[src/rtl/gbfact_pkg.sv]
// Shared defaults and grant encoding for the GBFACT RAM controller.
package gbfact_pkg;

  localparam int SRAM_DEPTH_BIT_DEF = 6;
  localparam int SRAM_WIDTH_DEF     = 28;

  typedef enum logic {
    GRANT_WR = 1'b0,
    GRANT_RD = 1'b1
  } grant_e;

endpackage

[src/rtl/gbfact_resp_fifo.sv]
// Two-entry in-order response FIFO; a pop frees a slot for a push in the same cycle.
module gbfact_resp_fifo #(
  parameter int SRAM_WIDTH = 28
) (
  input  logic                  clk,
  input  logic                  rst_n,
  input  logic                  i_push,
  input  logic [SRAM_WIDTH-1:0] i_push_data,
  input  logic                  i_pop,
  output logic                  o_valid,
  output logic [SRAM_WIDTH-1:0] o_data,
  output logic [1:0]            o_count
);

  logic [SRAM_WIDTH-1:0] r_mem [2];
  logic                  r_wptr;
  logic                  r_rptr;
  logic [1:0]            r_cnt;
  logic                  w_do_push;
  logic                  w_do_pop;

  assign w_do_pop  = i_pop && (r_cnt != 2'd0);
  assign w_do_push = i_push && ((r_cnt != 2'd2) || w_do_pop);

  always_ff @(posedge clk or negedge rst_n) begin
    if (!rst_n) begin
      r_wptr <= 1'b0;
      r_rptr <= 1'b0;
      r_cnt  <= 2'd0;
    end else begin
      if (w_do_push) r_wptr <= ~r_wptr;
      if (w_do_pop)  r_rptr <= ~r_rptr;
      case ({w_do_push, w_do_pop})
        2'b10:   r_cnt <= r_cnt + 2'd1;
        2'b01:   r_cnt <= r_cnt - 2'd1;
        default: r_cnt <= r_cnt;
      endcase
    end
  end

  // When full, the slot being written is the head being popped this cycle.
  always_ff @(posedge clk) begin
    if (w_do_push) r_mem[r_wptr] <= i_push_data;
  end

  assign o_valid = (r_cnt != 2'd0);
  assign o_data  = o_valid ? r_mem[r_rptr] : '0;
  assign o_count = r_cnt;

endmodule

[src/rtl/gbfact_ram_ctrl.sv]
// Arbitrates writes and reads onto a single-port RAM with a 2-credit read response path.
// Optional macro GBFACT_RR_ARB_EN selects round-robin conflict arbitration instead of write priority.
module gbfact_ram_ctrl
  import gbfact_pkg::*;
#(
  parameter int SRAM_DEPTH_BIT = SRAM_DEPTH_BIT_DEF,
  parameter int SRAM_WIDTH     = SRAM_WIDTH_DEF
) (
  input  logic                      clk,
  input  logic                      rst_n,
  input  logic                      wr_valid,
  output logic                      wr_ready,
  input  logic [SRAM_DEPTH_BIT-1:0] wr_addr,
  input  logic [SRAM_WIDTH-1:0]     wr_data,
  input  logic                      rd_req_valid,
  output logic                      rd_req_ready,
  input  logic [SRAM_DEPTH_BIT-1:0] rd_addr,
  output logic                      rd_data_valid,
  input  logic                      rd_data_ready,
  output logic [SRAM_WIDTH-1:0]     rd_data,
  output logic [SRAM_DEPTH_BIT-1:0] ram_addr_w,
  output logic [SRAM_DEPTH_BIT-1:0] ram_addr_r,
  output logic                      ram_write_en,
  output logic                      ram_read_en,
  output logic [SRAM_WIDTH-1:0]     ram_data_in,
  input  logic [SRAM_WIDTH-1:0]     ram_data_out
);

  logic       r_inflight;
  logic [1:0] w_fifo_cnt;
  logic [1:0] w_credits;
  logic       w_pop;
  logic       w_credit_ok;
  logic       w_wr_wins;
  logic       w_rd_grant;

  assign w_pop       = rd_data_valid && rd_data_ready;
  assign w_credits   = {1'b0, r_inflight} + w_fifo_cnt;
  assign w_credit_ok = (w_credits < 2'd2) || w_pop;

`ifdef GBFACT_RR_ARB_EN
  // Holds the side that wins the next conflict; flips after each conflict.
  grant_e r_last_grant;
  logic   w_conflict;

  assign w_wr_wins  = (r_last_grant == GRANT_WR);
  assign w_conflict = wr_valid && rd_req_valid && w_credit_ok && rst_n;

  always_ff @(posedge clk or negedge rst_n) begin
    if (!rst_n)          r_last_grant <= GRANT_WR;
    else if (w_conflict) r_last_grant <= w_wr_wins ? GRANT_RD : GRANT_WR;
  end
`else
  assign w_wr_wins = 1'b1;
`endif

  assign rd_req_ready = rst_n && w_credit_ok && !(wr_valid && w_wr_wins);
  assign w_rd_grant   = rd_req_valid && rd_req_ready;
  assign wr_ready     = rst_n && !w_rd_grant;

  assign ram_write_en = wr_valid && wr_ready;
  assign ram_addr_w   = wr_addr;
  assign ram_data_in  = wr_data;
  assign ram_read_en  = w_rd_grant;
  assign ram_addr_r   = rd_addr;

  // Reset drops the in-flight flag, so RAM data from an interrupted read is never captured.
  always_ff @(posedge clk or negedge rst_n) begin
    if (!rst_n) r_inflight <= 1'b0;
    else        r_inflight <= w_rd_grant;
  end

  gbfact_resp_fifo #(
    .SRAM_WIDTH(SRAM_WIDTH)
  ) u_resp_fifo (
    .clk        (clk),
    .rst_n      (rst_n),
    .i_push     (r_inflight),
    .i_push_data(ram_data_out),
    .i_pop      (w_pop),
    .o_valid    (rd_data_valid),
    .o_data     (rd_data),
    .o_count    (w_fifo_cnt)
  );

endmodule

[config.mk]
export PLATFORM = sky130hd
export DESIGN_NAME = gbfact_ram_ctrl
export DESIGN_NICKNAME = d
export VERILOG_FILES = /design/src/rtl/gbfact_pkg.sv /design/src/rtl/gbfact_resp_fifo.sv /design/src/rtl/gbfact_ram_ctrl.sv
export SDC_FILE = /design/constraint.sdc
export NUM_CORES = 1
export LEC_CHECK = 0
export CAP_MARGIN = 20
export CORE_MARGIN = 5
export CORE_UTILIZATION = 39
export DETAILED_ROUTE_END_ITERATION = 10
export PLACE_DENSITY = 0.8
export SLEW_MARGIN = 25
export SYNTH_ARGS = -nofsm -noshare
export SYNTH_HDL_FRONTEND = slang
export SYNTH_SLANG_ARGS = --single-unit
[constraint.sdc]
create_clock -name clk -period 3 [get_ports clk]
set_clock_uncertainty 0.1 [all_clocks]
set_input_delay 0.9 -clock clk [delete_from_list [all_inputs] [get_ports clk]]
set_output_delay 0.9 -clock clk [all_outputs]
set_load 0.1 [all_outputs]
After elaboration in Yosys (flattened, before gate mapping)
Memory sizes are Yosys's and may differ from the RTL's.
Index checks and enable logic that the tools add are counted.

word-level totals
  register bits after elaboration = 5
  latch bits = 0
  memory bits (writable) = 56
  ROM bits = 0
  bits of input ports = 73
  memories kept = 1

operators by class
  $add $sub $neg = 3
  multiply operators = 0
  divide/modulo/power cells = 0
  order comparisons = 1
  equality and inequality tests = 3
  shifts and indexed selects = 0
  mux-type cells = 4
  bitwise gates (word level) = 2
  reductions and logical operators = 14

memories
  name               depth  width  rd ports  clocked after Yosys merged registers in  wr ports  line                    RTL
  u_resp_fifo.r_mem  2      28     1         0                                        1         gbfact_resp_fifo.sv:15  logic [SRAM_WIDTH-1:0] r_mem [2];

operators by type and width
  kind                                                number
  two-way mux 28 bit                                  1
  logical AND 1 bit                                   8
  case mux 2 bit (2 select lines)                     1
  nonzero test 2 bit                                  2
  adder 1 x 2 -> 2 bit                                1
  adder 2 x 1 -> 2 bit (second input constant)        1
  == test 2 x 1 -> 1 bit (second input constant)      1
  == test 2 bit (second input constant)               1
  logical NOT 1 bit                                   2
  logical OR 1 bit                                    2
  less-than comparator 2 bit (second input constant)  1
  two-way mux 1 bit                                   2
  != test 2 bit (second input constant)               1
  NOT 1 bit                                           2
  subtractor 2 x 1 -> 2 bit (second input constant)   1

Depth between registers and ports, before layout
Gate-level depths: netlist (run 1).

  depth in word-level cells = 9
  mapped depth = 6
  mapped depth without buffers = 6

Modules after synthesis
A second synthesis (run 1) with hierarchy kept.

second synthesis, totals
  cells, all modules = 195
  area, all modules = 2758.9 um2

modules (own cells, without submodules)
  module            times used  cells each  area an instance (um2)  sequential area each (um2)
  gbfact_resp_fifo  1           145         2364.8                  1781.7
  gbfact_ram_ctrl   1           50          394.1                   25.0

Worst setup path before layout (run 1)
OpenSTA, ideal clock, no wires.

  path type = input to output
  start point = input port rd_data_ready
  end point = output port wr_ready
  arrival time = 3360 ps
  data required time = 2000 ps
  setup slack = -1360 ps
  cell stages on the path = 3
  buffers on the path = 0
  cells stage by stage = and4bb_4 > a2111oi_4 > a21oi_1

between the ends
  longest elaborated chain between the ends = 7

ends and longest elaborated chain
  item                             line                   RTL
  from (decl)                      gbfact_ram_ctrl.sv:19  input logic rd_data_ready,
  logical AND 1 bit                gbfact_ram_ctrl.sv:37  assign w_pop = rd_data_valid && rd_data_ready;
  logical OR 1 bit                 gbfact_ram_ctrl.sv:39  assign w_credit_ok = (w_credits < 2'd2) || w_pop;
  logical AND 1 bit (2 in series)  gbfact_ram_ctrl.sv:57  assign rd_req_ready = rst_n && w_credit_ok && !(wr_valid && w_wr_wins);
  named net rd_req_ready           gbfact_ram_ctrl.sv:16  output logic rd_req_ready,
  logical AND 1 bit                gbfact_ram_ctrl.sv:58  assign w_rd_grant = rd_req_valid && rd_req_ready;
  logical NOT 1 bit                gbfact_ram_ctrl.sv:59  assign wr_ready = rst_n && !w_rd_grant;
  logical AND 1 bit                gbfact_ram_ctrl.sv:59
  to (decl)                        gbfact_ram_ctrl.sv:12  output logic wr_ready,

The timed path passes the listed nets, and every way through them passes these cells.

Worst setup path in the final report (run 1)
  start point = input port rst_n
  end point = output port ram_read_en

between the ends
  longest elaborated chain between the ends = 3

ends and longest elaborated chain
  item                             line                   RTL
  from (decl)                      gbfact_ram_ctrl.sv:10  input logic rst_n,
  logical AND 1 bit (2 in series)  gbfact_ram_ctrl.sv:57
  logical AND 1 bit                gbfact_ram_ctrl.sv:58
  to (decl)                        gbfact_ram_ctrl.sv:24  output logic ram_read_en,

Every way passes these cells.

==> results of run 1 <==
==> cells in the final DEF (no fill, tap or decap), types with 2 or more instances in the layout <==
cell,Yosys,layout
buf_12,0,35
buf_4,41,10
bufinv_16,0,3
clkbuf_8,0,9
clkdlybuf4s50_1,0,29
dfrtp_1,5,4
edfxtp_1,56,56
inv_1,3,2
inv_2,1,2
mux2i_1,28,28
nor2_1,32,20
nor2_2,0,9
nor2_4,0,3
xnor2_1,4,4
==> sequential cells by signal, indices dropped and copies added, names as in the netlist <==
name and flops:
u_resp_fifo.r_mem 56, u_resp_fifo.o_count 2, u_resp_fifo.r_wptr 1, r_inflight 1
u_resp_fifo.r_rptr 1
==> where the power goes <==
part / internal (mW) / switching (mW) / leakage (nW)
Sequential: 1.01 / 0.0848 / 0.566
Clock: 0.552 / 0.311 / 0.116
Combinational: 1.03 / 1.92 / 0.790
Total: 2.59 / 2.32 / 1.47
==> what timing repair did <==
item                       in CTS  in global routing
resized for setup               9                  1
pin swaps                       2                  2
hold buffers                    0                  0
setup endpoints to repair       3                  2
setup buffers                   0                  1
==> metal layers <==
metal  global-route usage (%)  vias up  part of all wire, %
met3                     6.19       33                  9.7
met5                        0        -                    0
li1                         -      690                    -
met1                     12.2      682                   34
met4                     8.42        0                  4.8
met2                     21.1       77                   52
==> path summary, 6_finish.rpt <==
path                                        start                      to  slack (ns)  depth (start not counted)
hold reg to reg                u_resp_fifo.r_wptr      u_resp_fifo.r_wptr        0.48                          1
hold / removal                 u_resp_fifo.r_wptr      u_resp_fifo.r_wptr        0.48                          1
setup / recovery                            rst_n             ram_read_en        0.06                          5
setup reg to reg           u_resp_fifo.o_count[0]  u_resp_fifo.o_count[1]        1.02                          6
min in group asynchronous                   rst_n              r_inflight        0.52                          2
max in group asynchronous                   rst_n      u_resp_fifo.r_rptr        2.16                          2
==> kinds of logic (layout without fill, tap and decap cells) <==
group	Yosys count	after routing
flip-flops	61	61
buffers and inverters	50	96
AND/OR/NAND/NOR	38	38
multiplexers	28	28
XOR/XNOR	5	5
AO/OA/AOI/OAI	3	3
adder cells (fa/ha/maj)	1	1
==> layout make-up <==
type	instances	area share, %
timing repair buffer	76	28.2
tap	80	2.61
inverter	4	0.391
multi-input combinational	75	15.5
sequential	61	47.1
clock inverter	6	2.90
clock buffer	10	3.32
==> critical path: cells and delay by family <==
kind,cells,cell delay (ns)
buffers and inverters,3,0.46
AND/OR/NAND/NOR,1,0.22
AO/OA/AOI/OAI,1,0.36
==> flow_metrics.env, run 1 <==
export IMPL_status="finished clean"
export IMPL_synth_edf_count=56
export IMPL_die_h_um=93.2
export IMPL_routedWlPerCell_um=16.5
export IMPL_core_sq_um=6760
export IMPL_synth_top_family_by_area="buffers and inverters"
export IMPL_synthMuxAreaShare_pct=10.4
export IMPL_cts_buffers_inserted=9
export IMPL_drt_wl_total_um=5140
export IMPL_fin_util_pct=56.9
export IMPL_synthDistinctLibCells=20
export IMPL_hold_violations=0
export IMPL_antenna_found_initial=0
export IMPL_clk_latency_ns=0.33
export IMPL_synth_warnings=0
export IMPL_slew_headroom_pct=70.8
export IMPL_cts_tree="built"
export IMPL_crit_path_max_fanout=3
export IMPL_grt_pass1_vias=1599
export IMPL_power_mw=4.91
export IMPL_worst_endpoint_arrival_ns=1.94
export IMPL_synth_top_cells_by_area="edfxtp_1, buf_4, mux2i_1"
export IMPL_yosysMostFrequentCell="edfxtp_1"
export IMPL_firstDrtPassIters=4
export IMPL_ys_seq_area_share_pct=66.9
export IMPL_pwr_density_cell_nw_per_um2=1280
export IMPL_cts_buffer_depth=2
export IMPL_overflow=0
export IMPL_place_ws_ns=-0.460
export IMPL_crit_type="in -> out"
export IMPL_async_reset_ff_share_pct=8.20
export IMPL_drtIter0Drc=59
export IMPL_irDropWorstVdd_mv=0.843
export IMPL_min_period_ns=2.94
export IMPL_synthCells=186
export IMPL_post_route_period_util_pct=97.9
export IMPL_fmax_mhz=340
export IMPL_final_fill_count=531
export IMPL_syn_nets=260
export IMPL_hold_ws_ns=0.476
export IMPL_antenna_cells=0
export IMPL_synth_compound_area_share_pct=1.67
export IMPL_nets=301
export IMPL_drive_gt1_share_pct=34.1
export IMPL_slew_violations=0
export IMPL_rsz0062_at_grt="no"
export IMPL_multi_input_area_sq_um=596
export IMPL_area_growth_pct=42.2
export IMPL_dpl_cell_area_sq_um=3600
export IMPL_yosys_area_share_simple_pct=6.16
export IMPL_dp_hpwl_um=3850
export IMPL_worstSetupStartpointType="input port"
export IMPL_clk_pin_slew_ns=0.07
export IMPL_drv_cap=0
export IMPL_port_buffers=65
export IMPL_vias=1482
export IMPL_stdcell_count=312
export IMPL_synthAdderAreaFrac_pct=0.463
export IMPL_grt_max_degree=21
export IMPL_worstPathCellList="clkdlybuf4s15_1 > inv_2 > a2111oi_4 > and2_4 > buf_12"
export IMPL_crit_slowest_cell="a2111oi_4"
export IMPL_grt_usage_pct=12.6
export IMPL_htreeDepth=3
export IMPL_register_area_sq_um=1810
export IMPL_ys_dominant_reg_cell="edfxtp_1"
export IMPL_start_util_pct=40.0
export IMPL_gp_congestion=0.714
export IMPL_setup_viol=0
export IMPL_cpPeakStageDelay_ns=0.36
export IMPL_setup_ws_ns=0.0623
export IMPL_cts_root_buffer="clkbuf_8"
export IMPL_p_leak_nw=1.47
export IMPL_clock_sinks=61
export IMPL_ios=146
export IMPL_endpoint_kind="output pin"
export IMPL_synth_xor_area_share_pct=1.62
export IMPL_tightestPinTransition_ns=0.437
export IMPL_fp_dieArea_sq_um=8690
export IMPL_synth_top_area_cell="edfxtp_1"
export IMPL_syn_area_sq_um=2700
export IMPL_setup_tns_ns=0
export IMPL_die_x_um=93.2
export IMPL_rows=30
export IMPL_design_area_sq_um=3840
export IMPL_grt_pass1_wl_um=7980
export IMPL_hp_class="reg -> reg"
export IMPL_synthTopCellsByCount="edfxtp_1, buf_4, nor2_1"
export IMPL_dp_cells=295
export IMPL_syn_area_per_cell_sq_um=14.5
export IMPL_synth_top_area_share_pct=62.3
export IMPL_synth_seq_cells=61
export IMPL_ant_nets=0
export IMPL_crit_required_ns=2.00
export IMPL_vias_per_cell=4.75
export IMPL_drc_errors=0
Note: power is estimated with default switching activity, not from simulation.
==> inputs of run 2 (changes only) <==
REMOVE_ABC_BUFFERS = 1   (was unset)
==> run 2 against run 1 <==
  * Critical endpoint unchanged
  * Critical path depth unchanged
  * Final area decreased by 2.7%
  * Maximum frequency decreased by 1.2%
  * Highest routed layer is now met5
  * Clock power decreased by 12%
==> flow_metrics.env, run 2 (synthesized netlist as in run 1, its figures left out) <==
export IMPL_irDropWorstVdd_mv=0.694
export IMPL_slew_headroom_pct=65.7
export IMPL_grt_pass1_wl_um=9090
export IMPL_layout_common_cells="edfxtp_1, buf_12, nor2_1, clkdlybuf4s50_1, mux2i_1"
export IMPL_hold_violations=0
export IMPL_grt_pass1_vias=1597
export IMPL_dp_hpwl_um=4870
export IMPL_hp_class="reg -> reg"
export IMPL_cts_buffers_inserted=9
export IMPL_dp_cells=295
export IMPL_regMostFlops="u_resp_fifo.r_mem"
export IMPL_rows=30
export IMPL_r2r_cells=6
export IMPL_stdcell_count=311
export IMPL_post_route_period_util_pct=99.1
export IMPL_power_mw=4.71
export IMPL_pwr_density_cell_nw_per_um2=1260
export IMPL_switching_share_pct=48.2
export IMPL_core_sq_um=6760
export IMPL_firstDrtPassIters=4
export IMPL_crit_required_ns=2.00
export IMPL_gp_congestion=0.707
export IMPL_place_ws_ns=-0.496
export IMPL_area_growth_pct=38.4
export IMPL_setup_ws_ns=0.0272
export IMPL_rsz0062_at_grt="no"
export IMPL_seqPwrFrac_pct=24.5
export IMPL_grt_usage_pct=15.0
export IMPL_cts_tree="built"
export IMPL_worstSetupStartpointType="input port"
export IMPL_start_util_pct=40.0
export IMPL_status="finished clean"
export IMPL_cts_root_buffer="clkbuf_8"
export IMPL_setup_tns_ns=0
export IMPL_multi_input_area_sq_um=568
export IMPL_nets=300
export IMPL_crit_path_max_fanout=3
export IMPL_drive_gt1_share_pct=29.4
export IMPL_power_frac_clock_pct=16.1
export IMPL_vias_per_cell=4.88
export IMPL_power_switching_mw=2.27
export IMPL_drt_wl_total_um=6360
export IMPL_antenna_cells=0
export IMPL_clock_sinks=61
export IMPL_die_x_um=93.2
export IMPL_htreeDepth=3
export IMPL_slew_violations=0
export IMPL_min_period_ns=2.97
export IMPL_setup_viol=0
export IMPL_port_buffers=65
export IMPL_antenna_found_initial=0
export IMPL_vias=1518
export IMPL_largest_reg_flops=56
export IMPL_overflow=0
export IMPL_drtIter0Drc=37
export IMPL_final_fill_count=519
export IMPL_routedWlPerCell_um=20.4
export IMPL_holdBufCountCts=0
export IMPL_fin_util_pct=55.3
export IMPL_p_int_mw=2.44
export IMPL_post_cts_buffers=0
export IMPL_clk_pin_slew_ns=0.07
export IMPL_design_area_sq_um=3740
export IMPL_endpoint_kind="output pin"
export IMPL_tightestPinTransition_ns=0.515
export IMPL_fp_dieArea_sq_um=8690
export IMPL_grt_max_degree=30
export IMPL_register_area_sq_um=1810
export IMPL_dpl_cell_area_sq_um=3530
export IMPL_ant_nets=0
export IMPL_crit_type="in -> out"
export IMPL_hold_ws_ns=0.458
export IMPL_final_common_cell="edfxtp_1"
export IMPL_cts_buffer_depth=2
export IMPL_die_h_um=93.2
export IMPL_drv_cap=0
export IMPL_p_leak_nw=1.44
export IMPL_worst_endpoint_arrival_ns=1.97
export IMPL_clk_latency_ns=0.32
export IMPL_ios=146
export IMPL_drc_errors=0
export IMPL_hold_path_depth=1
export IMPL_fmax_mhz=336
export IMPL_p_comb_share_pct=59.4
## run 2: changes by cell type in the layout (fill, tap and decap cells not counted)
| cell | previous run | this run |
|---|---|---|
| nor2_1 | 20 | 29 |
| clkbuf_1 | 1 | 2 |
| buf_12 | 35 | 32 |
| bufinv_16 | 3 | 2 |
| buf_4 | 10 | 11 |
| clkinv_2 | 1 | 3 |
| buf_2 | 0 | 1 |
| clkinv_4 | 1 | 0 |
| nor2_2 | 9 | 1 |
| clkinvlp_4 | 1 | 0 |
| nor2_4 | 3 | 2 |
| dfrtp_4 | 0 | 1 |
| dfrtp_2 | 1 | 0 |
## run 2: final timing paths
path / endpoint / slack, ns / from
worst max-delay path: ram_read_en / 0.03 / rd_data_ready
worst min-delay path: u_resp_fifo.r_wptr / 0.46 / u_resp_fifo.r_wptr
worst max register to register: u_resp_fifo.o_count[1] / 1.22 / u_resp_fifo.o_count[0]
worst min register to register: u_resp_fifo.r_wptr / 0.46 / u_resp_fifo.r_wptr
max in group asynchronous: u_resp_fifo.r_rptr / 2.19 / rst_n
min in group asynchronous: u_resp_fifo.r_rptr / 0.49 / rst_n
## run 2: timing repair
item / 4_1_cts / 5_1_grt
pin swaps: 3 / 2
resized for setup: 8 / 2
endpoints found under the setup margin: 3 / 7
## run 2: worst max-delay path, stage by stage
cell	delay, ns
buf_2	0.09
and2b_1	0.21
a2111oi_4	0.36
and2_4	0.23
buf_12	0.17
## run 2: area by class of cell
type                       instances  share of cell area [%]
inverter                           4                   0.402
sequential                        61                    48.4
multi-input combinational         75                    15.2
clock buffer                      11                    3.52
timing repair buffer              75                    27.8
clock inverter                     5                    2.01
tap                               80                    2.68
## run 2: routing by layer
metal | GRT usage (%) | wire length [um]
met1 | 17.3 | 2620
met2 | 20.1 | 2730
met3 | 11.3 | 870
met4 | 6.23 | 95
met5 | 5.13 | 42
## run 2: power by group through the flow
stage / clock network, mW / registers [mW] / logic [mW]
6_report: 0.760 / 1.15 / 2.80
3_5_place_dp: 0 / 1.17 / 2.82
3_3_place_gp: 0 / 1.17 / 2.80
2_1_floorplan: 0 / 1.13 / 1.81
5_1_grt: 0.818 / 1.17 / 2.87
4_1_cts: 0.785 / 1.16 / 2.82
